`src/rtl/jk_cmd_driver_if.sv`:
```
// rtl/jk_cmd_driver_if.sv - command channel into the JK command driver
interface jk_cmd_driver_if #(
    parameter int REP_W = 4
);
    logic             cmd_valid;
    logic             cmd_ready;
    logic [1:0]       cmd_op;
    logic [REP_W-1:0] cmd_rep;

    modport master (output cmd_valid, output cmd_op, output cmd_rep, input cmd_ready);
    modport slave  (input cmd_valid, input cmd_op, input cmd_rep, output cmd_ready);
endinterface

```
`src/rtl/jk_cmd_driver.sv`:
```
// rtl/jk_cmd_driver.sv - queued command driver for an external JK flip-flop
// Commands drive J/K for rep+1 cycles, then Q/Qn are checked against a shadow model.
module jk_cmd_driver #(
    parameter int DEPTH = 4,
    parameter int REP_W = 4
) (
    input  logic              clk,
    input  logic              reset,
    jk_cmd_driver_if.slave    cmd,
    output logic              J,
    output logic              K,
    input  logic              q_in,
    input  logic              qn_in,
    output logic              busy,
    output logic              done,
    output logic              err,
    input  logic              err_clr
);
    localparam int AW = $clog2(DEPTH);
    localparam int EW = REP_W + 2;
    localparam logic [AW:0] FULL = (AW+1)'(DEPTH);

    typedef enum logic [1:0] {IDLE, DRIVE, CHECK} state_t;

    logic [EW-1:0]    mem [DEPTH];
    logic [AW-1:0]    wr_ptr;
    logic [AW-1:0]    rd_ptr;
    logic [AW:0]      count;
    state_t           state;
    logic [1:0]       op;
    logic [REP_W-1:0] cnt;
    logic             exp_q;
    logic             push;
    logic             pop;
    logic             mismatch;

    assign cmd.cmd_ready = (count != FULL);
    assign push          = cmd.cmd_valid && cmd.cmd_ready;
    assign pop           = (state == IDLE) && (count != '0);
    assign mismatch      = (q_in != exp_q) || (qn_in == q_in);

    assign J    = (state == DRIVE) & op[1];
    assign K    = (state == DRIVE) & op[0];
    assign busy = (state != IDLE);

    always_ff @(posedge clk) begin
        if (push)
            mem[wr_ptr] <= {cmd.cmd_op, cmd.cmd_rep};
    end

    always_ff @(posedge clk or posedge reset) begin
        if (reset) begin
            wr_ptr <= '0;
            rd_ptr <= '0;
            count  <= '0;
        end else begin
            if (push)
                wr_ptr <= wr_ptr + 1'b1;
            if (pop)
                rd_ptr <= rd_ptr + 1'b1;
            case ({push, pop})
                2'b10:   count <= count + 1'b1;
                2'b01:   count <= count - 1'b1;
                default: count <= count;
            endcase
        end
    end

    // exp_q shadows the downstream flop, which also resets to Q=0
    always_ff @(posedge clk or posedge reset) begin
        if (reset) begin
            state <= IDLE;
            op    <= '0;
            cnt   <= '0;
            exp_q <= 1'b0;
            done  <= 1'b0;
            err   <= 1'b0;
        end else begin
            done <= 1'b0;
            case (state)
                IDLE: begin
                    if (pop) begin
                        {op, cnt} <= mem[rd_ptr];
                        state     <= DRIVE;
                    end
                end
                DRIVE: begin
                    case (op)
                        2'b01:   exp_q <= 1'b0;
                        2'b10:   exp_q <= 1'b1;
                        2'b11:   exp_q <= ~exp_q;
                        default: exp_q <= exp_q;
                    endcase
                    if (cnt == '0)
                        state <= CHECK;
                    else
                        cnt <= cnt - 1'b1;
                end
                CHECK: begin
                    done  <= 1'b1;
                    state <= IDLE;
                end
                default: state <= IDLE;
            endcase
            if (state == CHECK && mismatch)
                err <= 1'b1;
            else if (err_clr)
                err <= 1'b0;
        end
    end
endmodule

```
`src/flat_wrapper.sv`:
```
// flat-port wrapper written by rule: the top's interface ports become plain ports
module jk_cmd_driver_flat 
#(
    parameter int DEPTH = 4,
    parameter int REP_W = 4
)
  (clk, reset, J, K, q_in, qn_in, busy, done, err, err_clr, cmd_cmd_valid, cmd_cmd_op, cmd_cmd_rep, cmd_cmd_ready);
  jk_cmd_driver_if #(.REP_W(REP_W)) cmd_i ();
  input  logic clk;
  input  logic reset;
  output logic J;
  output logic K;
  input  logic q_in;
  input  logic qn_in;
  output logic busy;
  output logic done;
  output logic err;
  input  logic err_clr;
  input wire logic [$bits(cmd_i.cmd_valid)-1:0] cmd_cmd_valid;
  input wire logic [$bits(cmd_i.cmd_op)-1:0] cmd_cmd_op;
  input wire logic [$bits(cmd_i.cmd_rep)-1:0] cmd_cmd_rep;
  output wire logic [$bits(cmd_i.cmd_ready)-1:0] cmd_cmd_ready;
  assign cmd_i.cmd_valid = cmd_cmd_valid;
  assign cmd_i.cmd_op = cmd_cmd_op;
  assign cmd_i.cmd_rep = cmd_cmd_rep;
  assign cmd_cmd_ready = cmd_i.cmd_ready;
  jk_cmd_driver #(.DEPTH(DEPTH), .REP_W(REP_W)) u_core (.clk(clk), .reset(reset), .cmd(cmd_i), .J(J), .K(K), .q_in(q_in), .qn_in(qn_in), .busy(busy), .done(done), .err(err), .err_clr(err_clr));
endmodule
```
`config.mk`:
```
export PLATFORM = sky130hd
export DESIGN_NAME = jk_cmd_driver_flat
export DESIGN_NICKNAME = d
export VERILOG_FILES = /design/src/rtl/jk_cmd_driver_if.sv /design/src/rtl/jk_cmd_driver.sv /design/src/flat_wrapper.sv
export SDC_FILE = /design/constraint.sdc
export NUM_CORES = 1
export LEC_CHECK = 0
export ABC_AREA = 1
export ABC_CLOCK_PERIOD_IN_PS = 3540
export CAP_MARGIN = 15
export CORE_MARGIN = 2
export CORE_UTILIZATION = 60
export CTS_CLUSTER_DIAMETER = 150
export DETAILED_ROUTE_END_ITERATION = 10
export PLACE_DENSITY = 0.88
export SLEW_MARGIN = 10
export SYNTH_ARGS = -nofsm -noshare
export SYNTH_HDL_FRONTEND = slang
export SYNTH_SLANG_ARGS = --single-unit
```
`constraint.sdc`:
```
create_clock -name clk -period 3.54 [get_ports clk]
set_input_delay 0.708 -clock clk [delete_from_list [all_inputs] [get_ports clk]]
set_output_delay 0.708 -clock clk [all_outputs]
set_load 0.01 [all_outputs]
```
==> results of run 1 <==
==> worst max-delay path, cell delays in order (launching register included) <==
cell	delay, ns
dfrtp_1	0.40
inv_1	0.10
nand2_4	0.09
nor2_1	0.14
clkdlybuf4s50_1	0.56
==> cell usage in the layout (no fill, tap or decap) <==
| cell | netlist | final |
|---|---|---|
| nand2_2 | 2 | 2 |
| inv_2 | 4 | 4 |
| xor2_1 | 3 | 3 |
| o21ai_1 | 6 | 6 |
| nor2_2 | 1 | 1 |
| nand2_1 | 42 | 42 |
| clkbuf_4 | 0 | 5 |
| or2_2 | 1 | 1 |
| inv_6 | 0 | 1 |
| clkinv_4 | 0 | 1 |
| xnor2_1 | 1 | 1 |
| nor2_1 | 21 | 21 |
| nor3b_1 | 1 | 1 |
| o22ai_1 | 1 | 1 |
| edfxtp_1 | 24 | 24 |
| fa_1 | 1 | 1 |
| nand3_1 | 20 | 20 |
| inv_8 | 0 | 1 |
| o21a_1 | 1 | 1 |
| ha_1 | 6 | 6 |
| a21oi_1 | 2 | 2 |
| clkdlybuf4s50_1 | 0 | 17 |
| nand2_4 | 1 | 1 |
| dfrtp_1 | 18 | 18 |
| o21ai_0 | 3 | 3 |
| inv_1 | 29 | 29 |
==> worst min path at each step <==
stage	startpoint	to	slack [ns]	depth (start not counted)
floorplan	u_core.count[0]	u_core.count[0]	0.44	1
global placement	u_core.count[0]	u_core.count[0]	0.46	1
detailed placement	u_core.count[0]	u_core.count[0]	0.46	1
CTS	u_core.count[0]	u_core.count[0]	0.48	1
global route	u_core.count[0]	u_core.count[0]	0.49	1
finish	u_core.count[0]	u_core.count[0]	0.48	1
==> cell families (layout without fill, tap and decap cells) <==
group	count (synthesis)	in the layout	synth area share, %
simple gates	89	89	20.0
flops	42	42	61.7
buf+inv	36	58	7.78
compound gates	13	13	3.63
fa+ha+maj	7	7	5.01
xor+xnor	4	4	1.85
==> metal layers <==
layer	GRT usage, %	up-vias	wire length, um
met4	7.62	0	85
met2	33.5	47	1530
met1	26.6	580	1360
met3	8.23	12	211
met5	0	-	0
li1	-	646	-
==> registers in the layout, summed over array words and instances (netlist names) <==
signal         count
u_core.state       2
u_core.err         1
u_core.op          2
u_core.mem        24
u_core.exp_q       1
u_core.rd_ptr      2
u_core.count       3
u_core.done        1
u_core.cnt         4
u_core.wr_ptr      2
==> layout make-up <==
type | count | area, um^2
clock buffer | 5 | 37.5
sequential | 42 | 1170
inverter | 33 | 124
timing repair buffer | 17 | 170
multi-input combinational | 113 | 579
tap | 44 | 55.1
clock inverter | 3 | 28.8
fill | 238 | 862
==> power by group through the flow <==
stage | logic, mW | clock network, mW | registers [mW]
5_1_grt | 0.862 | 0.287 | 0.807
4_1_cts | 0.755 | 0.265 | 0.787
2_1_floorplan | 0.596 | 0 | 0.749
6_report | 0.752 | 0.261 | 0.790
3_3_place_gp | 0.710 | 0 | 0.791
3_5_place_dp | 0.754 | 0 | 0.796
==> through the flow <==
| stage | power [mW] | area [um^2] |
|---|---|---|
| 2_1_floorplan | 1.35 | 1900 |
| 3_3_place_gp | 1.50 | 2100 |
| 3_5_place_dp | 1.55 | 2100 |
| 4_1_cts | 1.81 | 2170 |
| 5_1_grt | 1.96 | 2170 |
| 6_report | 1.80 | 2170 |
==> results.yml, run 1 <==
outcome:
  outcome: "finished, final reports clean"
drt:
  firstDrtPassIters: 6
  drc: 0
  postRouteAntennaNets: 0
  viasPerCell: 5.00
  drt_iter0_markers: 73
  wl_um: 3190
  vias: 1285
  wl_per_cell_um: 12.4
sta:
  finClkSkew_ns: 0.0165
  fmax_ghz: 0.419
  rsz0062_at_grt: "false"
  finalCriticalPeriod_ns: 2.39
  drv_slew: 0
  finalSetupTns_ns: 0
  slew_headroom_pct: 57.3
  period_share_pct: 67.4
  fin_ws_ns: 1.15
  tightest_slew_ns: 0.639
  setup_viol: 0
  hold_viol: 0
  hold_ws_ns: 0.477
die:
  die_h_um: 60.2
  design.die.area_um2: 3630
  coreArea_um2: 3030
  io_pins: 18
  initial_core_util_pct: 62.7
  rows: 20
  die_w_um: 60.2
clock_tree:
  cts_root_buffer: "clkbuf_4"
  cts_tree: "built"
  clkLatencyLatePin_ns: 0.38
  clock_path_buffers: 2
  cts_buffers: 5
  cts_sinks: 42
  postCtsSetupBuffers: 0
  ctsHoldBuffers: 0
  clkTransAtPathRegs_ns: 0.14
  cts_resized: 0
  h-tree-depth: 2
critical_path:
  r2r_cells: 9
  r2r_start: "u_core.state[0]"
  critPathLaunch: "u_core.state[1]"
  regToRegSetupSlack_ns: 1.49
  crit_path_end: "J"
  endpoint_kind: "output pin"
  crit_path_max_fanout: 8
  cp.required_ns: 2.83
  r2r_end: "u_core.count[2]"
  startpoint_type: "flip-flop"
  crit_type: "flip-flop to output pin"
  cp.arrival_ns: 1.68
power_and_ir_drop:
  clkPwrFrac_pct: 14.5
  p_int_mw: 1.06
  power_switching_mw: 0.743
  peakVddDrop_mv: 0.427
  power_frac_seq_pct: 43.8
  p_sw_share_pct: 41.2
  total_leakage_power_nw: 0.970
  power_density_nw_per_um2: 833
  power_frac_comb_pct: 41.7
logic_synthesis:
  syn_avg_cell_area_um2: 9.94
  yosysWarnings: 0
  netlist_area_um2: 1900
  syn_inst: 191
  syn-num-nets: 210
  synth_edf_count: 24
  ys_seq_area_share_pct: 61.7
  ys_seq_elements: 42
  synth_area_leader_cell: "edfxtp_1"
  synthArstFlopShare_pct: 42.9
  synth.distinct_cells: 24
  synth_top_area_share_pct: 38.0
  synth_most_common_cell: "nand2_1"
  synth_ff_type: "edfxtp_1"
  synthTopCellsByArea: "edfxtp_1 (38%), dfrtp_1 (24%), nand2_1 (8.3%), inv_1 (5.7%), nand3_1 (5.3%)"
  netlist_top_cells_count: "nand2_1 (42), inv_1 (29), edfxtp_1 (24)"
hold_path:
  hp-class: "flip-flop to flip-flop"
cells_and_area:
  drive_above_1_share_pct: 7.98
  final_cells: 257
  synthToLayoutAreaGrowth_pct: 14.1
  fin_nets: 231
  post-route-util_pct: 71.5
  antennaDiodeCount: 0
global_route:
  grt_usage_pct: 21.2
  antenna_found_initial: 0
  grt_pass1_wl_um: 5420
  grt_max_degree: 19
  grt_pass1_vias: 1230
  gr-total-overflow: 0
placement:
  place_ws_ns: 1.07
  hpwl_um: 2290
  dp_cells: 249
  numPortBuffers: 17
  place.gp.congestion: 0.811
run:
  drv_cap: 0
Note: power is estimated with default switching activity, not from simulation.
==> inputs of run 2 (changes only) <==
--- a/config.mk
+++ b/config.mk
@@ -6,13 +6,13 @@
 export NUM_CORES = 1
 export LEC_CHECK = 0
 export ABC_AREA = 1
-export ABC_CLOCK_PERIOD_IN_PS = 3540
+export ABC_CLOCK_PERIOD_IN_PS = 2100
 export CAP_MARGIN = 15
 export CORE_MARGIN = 2
-export CORE_UTILIZATION = 60
+export CORE_UTILIZATION = 50
 export CTS_CLUSTER_DIAMETER = 150
 export DETAILED_ROUTE_END_ITERATION = 10
-export PLACE_DENSITY = 0.88
+export PLACE_DENSITY = 0.79
 export SLEW_MARGIN = 10
 export SYNTH_ARGS = -nofsm -noshare
 export SYNTH_HDL_FRONTEND = slang
==> constraint.sdc (replaced) <==
create_clock -name clk -period 2.1 [get_ports clk]
set_input_delay 0.42 -clock clk [delete_from_list [all_inputs] [get_ports clk]]
set_output_delay 0.42 -clock clk [all_outputs]
set_load 0.01 [all_outputs]
==> results.yml, run 2 (synthesis results as in run 1) <==
drt:
  wl_per_cell_um: 11.9
  viasPerCell: 4.86
  drc: 0
  postRouteAntennaNets: 0
  vias: 1302
  wl_um: 3190
  drt_iter0_markers: 46
  firstDrtPassIters: 4
sta:
  drv_slew: 0
  setup_viol: 0
  finalCriticalPeriod_ns: 1.99
  slew_headroom_pct: 70.4
  finClkSkew_ns: 0.00284
  hold_ws_ns: 0.445
  fin_ws_ns: 0.106
  fmax_ghz: 0.502
  tightest_slew_ns: 0.444
  rsz0062_at_grt: "false"
  finalSetupTns_ns: 0
  hold_viol: 0
  period_share_pct: 95.0
clock_tree:
  cts_resized: 0
  cts_root_buffer: "clkbuf_8"
  cts_sinks: 42
  cts_tree: "built"
  h-tree-depth: 2
  ctsHoldBuffers: 0
  clkTransAtPathRegs_ns: 0.08
  clock_path_buffers: 2
  clkLatencyLatePin_ns: 0.29
  cts_buffers: 5
placement:
  place.gp.congestion: 0.792
  hpwl_um: 2280
  numPortBuffers: 17
  place_ws_ns: 0.0626
  dp_cells: 259
power_and_ir_drop:
  clkPwrFrac_pct: 19.1
  total_leakage_power_nw: 1.03
  peakVddDrop_mv: 0.638
  power_frac_comb_pct: 40.4
  p_sw_share_pct: 37.5
  power_frac_seq_pct: 40.5
  power_switching_mw: 1.22
  p_int_mw: 2.03
  power_density_nw_per_um2: 1440
cells_and_area:
  register_area_um2: 1170
  fin_nets: 238
  num-fill-cells: 312
  antennaDiodeCount: 0
  layout_commonest_cell: "nand2_1"
  post-route-util_pct: 61.9
  multiInputGateArea_um2: 579
  drive_above_1_share_pct: 10.9
  reg.largest.list: "u_core.mem (24), u_core.cnt (4), u_core.count (3)"
  final_cell_mix: "nand2_1 (42), inv_1 (29), edfxtp_1 (24)"
  largest_register_ff_count: 24
  synthToLayoutAreaGrowth_pct: 19.4
  largest_register: "u_core.mem"
  final_cells: 268
global_route:
  grt_pass1_wl_um: 5460
  top_usage_layer: "met2"
  met3_usage_pct: 3.77
  grt_usage_pct: 17.2
  grt_use_met1_pct: 19.7
  grt_max_degree: 19
  grt_pass1_vias: 1305
  antenna_found_initial: 0
  gr-total-overflow: 0
  grt_util_met2_pct: 28.8
hold_path:
  hp-class: "input port to async pin"
critical_path:
  crit_path_max_fanout: 8
  cp.required_ns: 1.68
  critPathTopFamily: "buffers and inverters"
  critPathMaxStageDelay_ns: 0.55
  cp_slowest_cell: "clkdlybuf4s50_1"
  startpoint_type: "flip-flop"
  crit_type: "flip-flop to output pin"
  crit_chain: "inv_1 -> nand2_4 -> nor2_1 -> clkdlybuf4s50_1"
  cp_num_buf_inv: 2
  cp.arrival_ns: 1.57
  endpoint_kind: "output pin"
die:
  coreArea_um2: 3660
  initial_core_util_pct: 51.8
  io_pins: 18
  die_h_um: 65.6
  rows: 22
  die_w_um: 65.6
  design.die.area_um2: 4300
outcome:
  outcome: "finished, final reports clean"
run:
  drv_cap: 0
[run 2: cell count changes in the layout (fill, tap and decap cells not counted), sizes merged]
| cell | before | now |
|---|---|---|
| inv | 35 | 33 |
| bufinv | 0 | 1 |
| buf | 0 | 7 |
| clkinv | 1 | 2 |
[run 2: power groups by stage]
stage | Combinational (mW) | Clock [mW] | Sequential [mW]
floorplan | 1.00 | 0 | 1.26
global placement | 1.25 | 0 | 1.33
detailed placement | 1.31 | 0 | 1.34
CTS | 1.31 | 0.633 | 1.32
global route | 1.52 | 0.668 | 1.36
finish | 1.32 | 0.622 | 1.32
[run 2: worst paths after layout]
| path | from | end | slack (ns) | cells after the start |
|---|---|---|---|---|
| max | u_core.state[1] | J | 0.11 | 4 |
| min | reset | u_core.count[1] | 0.44 | 3 |
| max reg2reg | u_core.state[0] | u_core.count[2] | 0.17 | 9 |
| min reg2reg | u_core.count[0] | u_core.count[0] | 0.47 | 1 |
| max in group asynchronous | reset | u_core.rd_ptr[0] | 1.46 | 3 |
| min in group clk | u_core.count[0] | u_core.count[0] | 0.47 | 1 |
[run 2: timing repair]
action | CTS | global route
setup buffers | 0 | 1
hold endpoints to repair | 0 | 0
endpoints found under the setup margin | 0 | 1
[run 2: area by class of cell]
type	instances	share of cell area [%]
sequential	42	51.7
multi-input combinational	113	25.6
timing repair buffer	24	9.83
inverter	33	5.47
clock buffer	5	3.04
tap	48	2.65
clock inverter	3	1.77
[run 2: per-layer routing]
metal	vias up	routed length, um
li1	662	-
met1	609	1440
met2	21	1550
met3	10	95
met4	0	99
met5	-	0
[run 2: metrics by stage]
stage	power [mW]	instance area, um^2
floorplan	2.27	1900
global placement	2.57	2150
CTS	3.27	2260
global route	3.54	2270
detailed placement	2.64	2150
finish	3.26	2270
[run 2: tightest hold or removal path, stage by stage]
cell             delay (ns)
clkdlybuf4s50_1        0.40
inv_1                  0.05
buf_4                  0.24
